`src/rtl/note_sequencer.sv`:
```
// Note list store and timed playback streamer sitting behind the composer controller.
// Notes are appended/removed while idle and streamed out, one NOTE_TICKS slot each, on play.
module note_sequencer #(
    parameter int DEPTH      = 16,
    parameter int NOTE_W     = 4,
    parameter int NOTE_TICKS = 12500000
) (
    input  logic                       clk,
    input  logic                       reset,
    input  logic                       insert_en,
    input  logic                       delete_en,
    input  logic                       clear_en,
    input  logic                       play_en,
    input  logic [NOTE_W-1:0]          note_in,
    output logic [$clog2(DEPTH+1)-1:0] count,
    output logic                       is_full,
    output logic                       is_empty,
    output logic                       busy,
    output logic [NOTE_W-1:0]          note_out,
    output logic                       note_valid,
    output logic [$clog2(DEPTH)-1:0]   play_idx,
    output logic                       play_done
);

    // state | meaning
    // IDLE  | list editable, waiting for an armed play request
    // PLAY  | streaming stored notes, edits ignored, count frozen
    localparam int CNT_W  = $clog2(DEPTH + 1);
    localparam int IDX_W  = $clog2(DEPTH);
    localparam int TICK_W = $clog2(NOTE_TICKS);

    typedef enum logic {IDLE = 1'b0, PLAY = 1'b1} state_t;

    state_t              state, state_nxt;
    logic [NOTE_W-1:0]   mem [DEPTH];
    logic [TICK_W-1:0]   tick;
    logic                armed;
    logic                start;
    logic                edit_ok;
    logic                do_insert;
    logic                last_tick;
    logic                last_note;
    logic [IDX_W-1:0]    next_idx;

    assign start     = (state == IDLE) && play_en && armed;
    assign edit_ok   = (state == IDLE) && !start;
    assign do_insert = edit_ok && !clear_en && !delete_en && insert_en && !is_full;
    assign last_tick = (tick == TICK_W'(NOTE_TICKS - 1));
    assign last_note = (CNT_W'(play_idx) == count - CNT_W'(1));
    assign next_idx  = play_idx + IDX_W'(1);

    always_ff @(posedge clk) begin
        if (reset) state <= IDLE;
        else       state <= state_nxt;
    end

    always_comb begin
        state_nxt = state;
        case (state)
            IDLE: if (start && count != '0) state_nxt = PLAY;
            PLAY: if (last_tick && last_note) state_nxt = IDLE;
            default: state_nxt = IDLE;
        endcase
    end

    always_comb begin
        busy     = (state == PLAY);
        is_full  = (count == CNT_W'(DEPTH));
        is_empty = (count == '0);
    end

    // Storage is deliberately not reset; only entries below count are ever read.
    always_ff @(posedge clk) begin
        if (do_insert) mem[IDX_W'(count)] <= note_in;
    end

    always_ff @(posedge clk) begin
        if (reset) begin
            count      <= '0;
            play_idx   <= '0;
            tick       <= '0;
            note_out   <= '0;
            note_valid <= 1'b0;
            play_done  <= 1'b0;
            armed      <= 1'b1;
        end else begin
            play_done <= 1'b0;
            case (state)
                IDLE: begin
                    if (start) begin
                        armed <= 1'b0;
                        if (count != '0) begin
                            play_idx   <= '0;
                            tick       <= '0;
                            note_out   <= mem[0];
                            note_valid <= 1'b1;
                        end else begin
                            play_done <= 1'b1;
                        end
                    end else begin
                        // Re-arm only once the controller has dropped its request.
                        if (!play_en) armed <= 1'b1;
                        if (clear_en)                       count <= '0;
                        else if (delete_en && !is_empty)    count <= count - CNT_W'(1);
                        else if (do_insert)                 count <= count + CNT_W'(1);
                    end
                end
                PLAY: begin
                    if (last_tick) begin
                        tick <= '0;
                        if (last_note) begin
                            note_valid <= 1'b0;
                            note_out   <= '0;
                            play_done  <= 1'b1;
                            play_idx   <= '0;
                        end else begin
                            play_idx <= next_idx;
                            note_out <= mem[next_idx];
                        end
                    end else begin
                        tick <= tick + TICK_W'(1);
                    end
                end
                default: ;
            endcase
        end
    end

endmodule

```
`config.mk`:
```
export PLATFORM = sky130hd
export DESIGN_NAME = note_sequencer
export DESIGN_NICKNAME = d
export VERILOG_FILES = /design/src/rtl/note_sequencer.sv
export SDC_FILE = /design/constraint.sdc
export NUM_CORES = 1
export LEC_CHECK = 0
export CAP_MARGIN = 25
export CORE_ASPECT_RATIO = 1.1
export CORE_MARGIN = 4
export CORE_UTILIZATION = 55
export DETAILED_ROUTE_END_ITERATION = 8
export PLACE_DENSITY_LB_ADDON = 0.12
export SYNTH_ARGS = -nofsm -noshare
export SYNTH_HDL_FRONTEND = slang
export SYNTH_SLANG_ARGS = --single-unit
```
`constraint.sdc`:
```
create_clock -name clk -period 5.45 [get_ports clk]
set_clock_uncertainty 0.2 [all_clocks]
set_input_delay 1.635 -clock clk [delete_from_list [all_inputs] [get_ports clk]]
set_output_delay 1.635 -clock clk [all_outputs]
set_load 0.01 [all_outputs]
```
==> metrics, run 1 <==
Worst R2R Setup Slack ~2.8 ns; Non-Filler Instances around 560; post-synthesis net count roughly 440; Resize count post-CTS 0; drt via density approximately 6.2; largest family of logic cells by synthesized area simple AND/OR/NAND/NOR gates; worst r2r src play_idx[0]; core area between 0.008 and 0.009 mm2; CTS sink count approximately 110; Peak VDD IR about 0.17 mV; GRT Total Usage a little over a fifth; H-tree levels 3; Initial DRC Count ~150; number of synthesized register bits between 100 and 150; CTS root buf clkbuf_8; Die H around 110 um; Yosys cell types 63; Slew @ Worst Pin about 0.95 ns; Mapped Cells roughly 420; Synth Area in XOR/XNOR 1.562%; horizontal die dimension between 90 and 100 um; Pleak about 1.8 nW; Clock Latency Late Sink approximately 0.37 ns; Routed Antenna Nets 0; vias in the first global route between 3000 and 4000; cell area power density about 270 mW/mm2; Mean Syn Cell Area 11.99 um2; largest cells by area after synthesis edfxtp_1, dfxtp_1, mux4_2, a311oi_1, nand2_1; routability congestion estimate from global placement roughly 0.86; crit path capture type output pin; # rows 36; drt first pass iters 5; RSZ-0062 raised after global routing false; CP max FO 9; Setup violations, final 0; final antenna diode count 0; Post-CTS Setup Bufs 0; post-synth top area share about two fifths; Post-DP HPWL around 7.7 mm; PortBufs 27; reg-to-reg endpoint note_out[2]; Final period util roughly 76%; Area growth syn-to-layout 9.965%; FFs w/ async S/R, synth 0%; Critical Path Start count[0]; hold_buf cts 0; Hold Violations, Final 0; EDFF count, synth 64; post-synthesis mux area share a little under a tenth; Final nets roughly 460; status finished clean; Req. time, crit path 3.62 ns; layout cells sized above 1 11.74%; sum of negative setup slack 0 ns; R2R cell count 6; Remaining DRCs 0; cell taking the most area after synthesis edfxtp_1; number of antenna violations at the first check in global routing 0; Initial Utilization ~57%; Worst slew margin 36.04%; first-pass GRT wire length 17.92 mm; Detailed Route WL 10.93 mm; largest net degree at the start of global routing just over 40; grt ovf 0; Tmin final ~4.2 ns; Tot Pwr roughly 0.0015 W; Reg clk slew, reported paths around 0.11 ns; MaxCap Viol Count 0; I/O pin cnt 28; Post-Synth Adder-Cell Area ~1.7%; DIE AREA 0.01078 mm2; Worst Hold Launch note_valid; cts bufs inserted 9; Hold Crit Endpoint note_valid; Max Fclk 0.2409 GHz; critical path class reg -> out; startpoint types flop; post-synth design cell area 0.005047 mm2; simple-gate share of the synthesized area 16.86%; Worst Hold Class reg -> reg; register area share after synthesis between 50% and 60%; Main synth FF type edfxtp_1; Max Slew Vio Count 0; Worst EP arrival 2.32 ns; Synth Warn # 0; Clock Path Buffers 2; complex-gate fraction of the synthesized area roughly 12%; WL/cell approximately 20 um; CTS tree built; via count 3474; Cell Count Post-Placement 541; Worst Hold Depth 2; Filler cells about 720
through the flow:
step                      util (%)  worst slack [ns]  hold WS (ns)  instance area (um2)
after detailed placement     60.00             1.434        0.2636                 5351
after global placement       60.00             1.576        0.2620                 5351
after CTS                    62.23             1.291        0.2805                 5550
after floorplan                  -             2.418        0.2547                 5047
after global routing         62.23             1.144        0.3248                 5550
final                        62.23             1.300        0.2800                 5550
where the power goes:
part           switching, W  total [W]  internal [W]
combinational     0.0000785   0.000128     0.0000494
clock              0.000279   0.000495      0.000217
sequential       0.00000967   0.000858      0.000848
total              0.000367    0.00148       0.00111
cells in the mapped netlist (5+ instances only):
cell type,n
mux2_2,5
and4_1,7
inv_1,14
nand3_1,16
mux2i_1,6
nor3_1,8
nor2_1,20
and3_1,9
xnor2_1,5
o21ai_0,18
a21oi_1,21
nand2b_1,8
nand2_1,32
clkbuf_1,12
dfxtp_1,41
mux4_2,16
a311oi_1,14
edfxtp_1,64
a41oi_1,5
ha_1,7
and2_1,8
nand4_1,9
nor4_1,6
o22ai_1,5
buf_2,6
worst max path at each step:
| stage | to | slack, ns | depth (start not counted) |
|---|---|---|---|
| 2_1_floorplan | mem[10][0] | 2.42 | 3 |
| 3_3_place_gp | mem[9][0] | 1.58 | 4 |
| 3_5_place_dp | mem[11][2] | 1.43 | 4 |
| 4_1_cts | is_empty | 1.29 | 4 |
| 5_1_grt | is_empty | 1.14 | 4 |
| 6_report | is_empty | 1.30 | 4 |
critical path, cell delays in order (launching register included):
cell,delay (ns)
dfxtp_1,0.41
inv_1,0.14
ha_1,0.23
nor4b_4,0.52
clkdlybuf4s50_1,0.65
layer usage:
layer / vias up / part of all wire [%] / GRT usage (%)
li1: 1667 / - / -
met1: 1702 / 42 / 27.02
met2: 89 / 52 / 37.91
met5: - / 0 / 0
met4: 0 / 1.9 / 7.610
met3: 16 / 4.1 / 3.097
placed cells by master (no fill, tap or decap), types with 3 or more instances in the layout:
master and n:
edfxtp_1 64, dfxtp_1 41, nand2_1 32, clkdlybuf4s50_1 27
a21oi_1 21, nor2_1 20, o21ai_0 17, nand3_1 16
mux4_2 16, inv_1 14, a311oi_1 14, and3_1 9
nand4_1 9, clkbuf_8 9, and2_1 8, nand2b_1 8
nor3_1 8, and4_1 7, ha_1 7, nor4_1 6
mux2i_1 6, a41oi_1 5, xnor2_1 5, mux2_2 5
o22ai_1 5, xor2_1 4, a2bb2oi_1 4, or3_1 3
a211oi_1 3, nor3b_1 3, a31oi_1 3, buf_4 3
final cells by class:
class | instances | area [um2] | area share (%)
clock buffer | 9 | 123.9 | 2.232
clock inverter | 7 | 75.07 | 1.353
inverter | 14 | 52.55 | 0.9468
multi-input combinational | 278 | 2121 | 38.21
sequential | 105 | 2743 | 49.41
tap | 114 | 142.6 | 2.570
timing repair buffer | 30 | 292.8 | 5.275
cells by family (layout without fill, tap and decap cells):
group,count (synthesis),after routing
compound gates,89,89
xor+xnor,9,9
fa+ha+maj,7,7
buf+inv,38,60
flops,105,105
mux,27,27
simple gates,146,146
state kept, by name, indices dropped and copies added, names as in the netlist:
signal and cells:
armed 1, busy 1, count 5, mem 64, note_out 4, note_valid 1, play_done 1, play_idx 4
tick 24
Power figures use the tool's default switching activity.
==> inputs of run 2 (changes only) <==
--- a/config.mk
+++ b/config.mk
@@ -8,7 +8,7 @@
 export CAP_MARGIN = 25
 export CORE_ASPECT_RATIO = 1.1
 export CORE_MARGIN = 4
-export CORE_UTILIZATION = 55
+export CORE_UTILIZATION = 54
 export DETAILED_ROUTE_END_ITERATION = 8
 export PLACE_DENSITY_LB_ADDON = 0.12
 export SYNTH_ARGS = -nofsm -noshare
==> constraint.sdc (replaced) <==
create_clock -name clk -period 3.6 [get_ports clk]
set_clock_uncertainty 0.2 [all_clocks]
set_input_delay 1.08 -clock clk [delete_from_list [all_inputs] [get_ports clk]]
set_output_delay 1.08 -clock clk [all_outputs]
set_load 0.01 [all_outputs]
==> run 2 against run 1 <==
  * Worst hold slack better by 0.020 ns
  * Sequential share of layout area is 0.45 points lower
  * Die area grew 1.7%
  * Non-clock buffer count rose by 7
  * Register-to-register slack lost 1.8 ns
  * Critical path type unchanged
==> metrics, run 2 (same netlist as run 1, synthesis figures left out) <==
status finished clean; largest net degree at the start of global routing 40 (-2.4%); Tmin final 3.277 ns; Power Internal 0.001639 W (+47%); R2R cell count 8 (+2); Post-CTS Setup Bufs 0 (unchanged); Resize count post-CTS 0 (unchanged); drt first pass iters 4 (-1); Die H 109.4 um (+0.86%); Clock Latency Late Sink 0.37 ns (about the same); Most flops, register mem; GRT Total Usage 20.90% (-0.60 points); Worst slew margin 40.07% (+4.0 points); Top Registers mem x64, tick x24, count x5; CTS tree built; startpoint types flop; Clock Power Share 32.9% (-0.5 points); routability congestion estimate from global placement 0.8414 (-2.5%); commonest non-fill, non-tap cells in the layout edfxtp_1, dfxtp_1, nand2_1, clkdlybuf4s50_1, a21oi_1; number of antenna violations at the first check in global routing 0 (unchanged); Final period util 91.02%; H-tree levels 3 (unchanged); Final nets 462 (+1.5%); Area growth syn-to-layout 10.98%; CTS sink count 105 (unchanged); grt ovf 0 (unchanged); Max Fclk 0.3052 GHz; via count 3462 (-0.35%); DP Worst Slack 0.2988 ns (-1.135 ns); Reg power frac 58.2% (+0.3 points); Req. time, crit path 2.32 ns (-1.30 ns); # rows 36 (unchanged); critical path class reg -> out; Comb power frac 8.9% (+0.3 points); CP max FO 7 (-2); Worst Hold Class reg -> reg; Sw Ratio 26.46% (+1.7 points); MaxCap Viol Count 0 (unchanged); Worst Hold Depth 2 (unchanged); Initial DRC Count 179 (+18%); Detailed Route WL 10.65 mm (-2.6%); Initial Utilization 56.03% (-0.57 points); Worst EP arrival 2.00 ns (-0.32 ns); total net switching power 0.0005898 W (+61%); horizontal die dimension 100.2 um (+0.85%); WL/cell 18.88 um (-3.8%); core area 0.009009 mm2 (+1.0%); commonest non-fill, non-tap cell in the layout edfxtp_1; vias in the first global route 3492 (+0.90%); DIE AREA 0.01096 mm2 (+1.7%); cell area power density 398.0 mW/mm2 (+49%); drt via density 6.138 (-1.6%); Max Slew Vio Count 0 (unchanged); Slew @ Worst Pin 0.8989 ns (-0.05357 ns); first-pass GRT wire length 17.92 mm (unchanged); crit path capture type output pin; Worst Setup Slack, final 0.3232 ns (-0.9764 ns); Largest register FFs 64 (unchanged); final antenna diode count 0 (unchanged); Reg clk slew, reported paths 0.11 ns (about the same); PortBufs 27 (unchanged); Post-DP HPWL 7.472 mm (-2.6%); Peak VDD IR 0.2283 mV (+34%); cts bufs inserted 9 (unchanged); Hold Violations, Final 0 (unchanged); Remaining DRCs 0 (unchanged); CTS root buf clkbuf_8; sum of negative setup slack 0 ns (unchanged); Clock Path Buffers 2 (unchanged); Routed Antenna Nets 0 (unchanged); Setup violations, final 0 (unchanged); RSZ-0062 raised after global routing false; layout cells sized above 1 13.33% (+1.6 points); worst hold slack 0.3004 ns (+0.02043 ns); hold_buf cts 0 (unchanged); Pleak 1.813 nW (+2.3%); I/O pin cnt 28 (unchanged)
-- run 2: final timing paths --
kind / slack (ns) / from / endpoint
worst max-delay path: 0.32 / count[1] / is_empty
worst min register to register: 0.30 / note_valid / note_valid
worst min-delay path: 0.30 / note_valid / note_valid
worst max register to register: 1.04 / count[1] / count[2]
-- run 2: per-stage QoR --
step,power [W],utilization (%),cells,cell area (um2)
global placement,0.001521,59.99,548,5404
floorplan,0.001446,-,421,5047
CTS,0.002240,62.18,564,5602
global route,0.002313,62.18,564,5602
finish,0.002229,62.18,564,5602
detailed placement,0.001524,59.99,548,5404
-- run 2: worst max-delay path, stage by stage (launching register included) --
cell,delay (ns)
dfxtp_1,0.39
inv_1,0.12
ha_1,0.28
nor4b_4,0.25
clkdlybuf4s50_1,0.58
-- run 2: metal layers --
layer	vias to the layer above	global-route usage (%)	wire [um]	part of all wire, %
li1	1683	-	-	-
met1	1689	27.33	4628	43
met5	-	0	0	0
met4	0	8.277	216	2.0
met2	74	35.27	5381	51
met3	16	2.919	420	3.9
-- run 2: final cells by class --
cell class	instances	area, um2
inverters	14	52.55
fillers	720	3407
clock inverters	7	73.82
flip-flops and latches	105	2743
clock buffers	9	123.9
multi-input cells	278	2121
repair buffers	37	345.3
well taps	114	142.6
-- run 2: power by group through the flow --
stage          sequential [W]  clock [W]  combinational, W
2_1_floorplan         0.00132          0          0.000122
3_3_place_gp          0.00132          0          0.000197
4_1_cts               0.00130   0.000743          0.000200
6_report              0.00130   0.000732          0.000199
3_5_place_dp          0.00132          0          0.000200
5_1_grt               0.00130   0.000792          0.000220
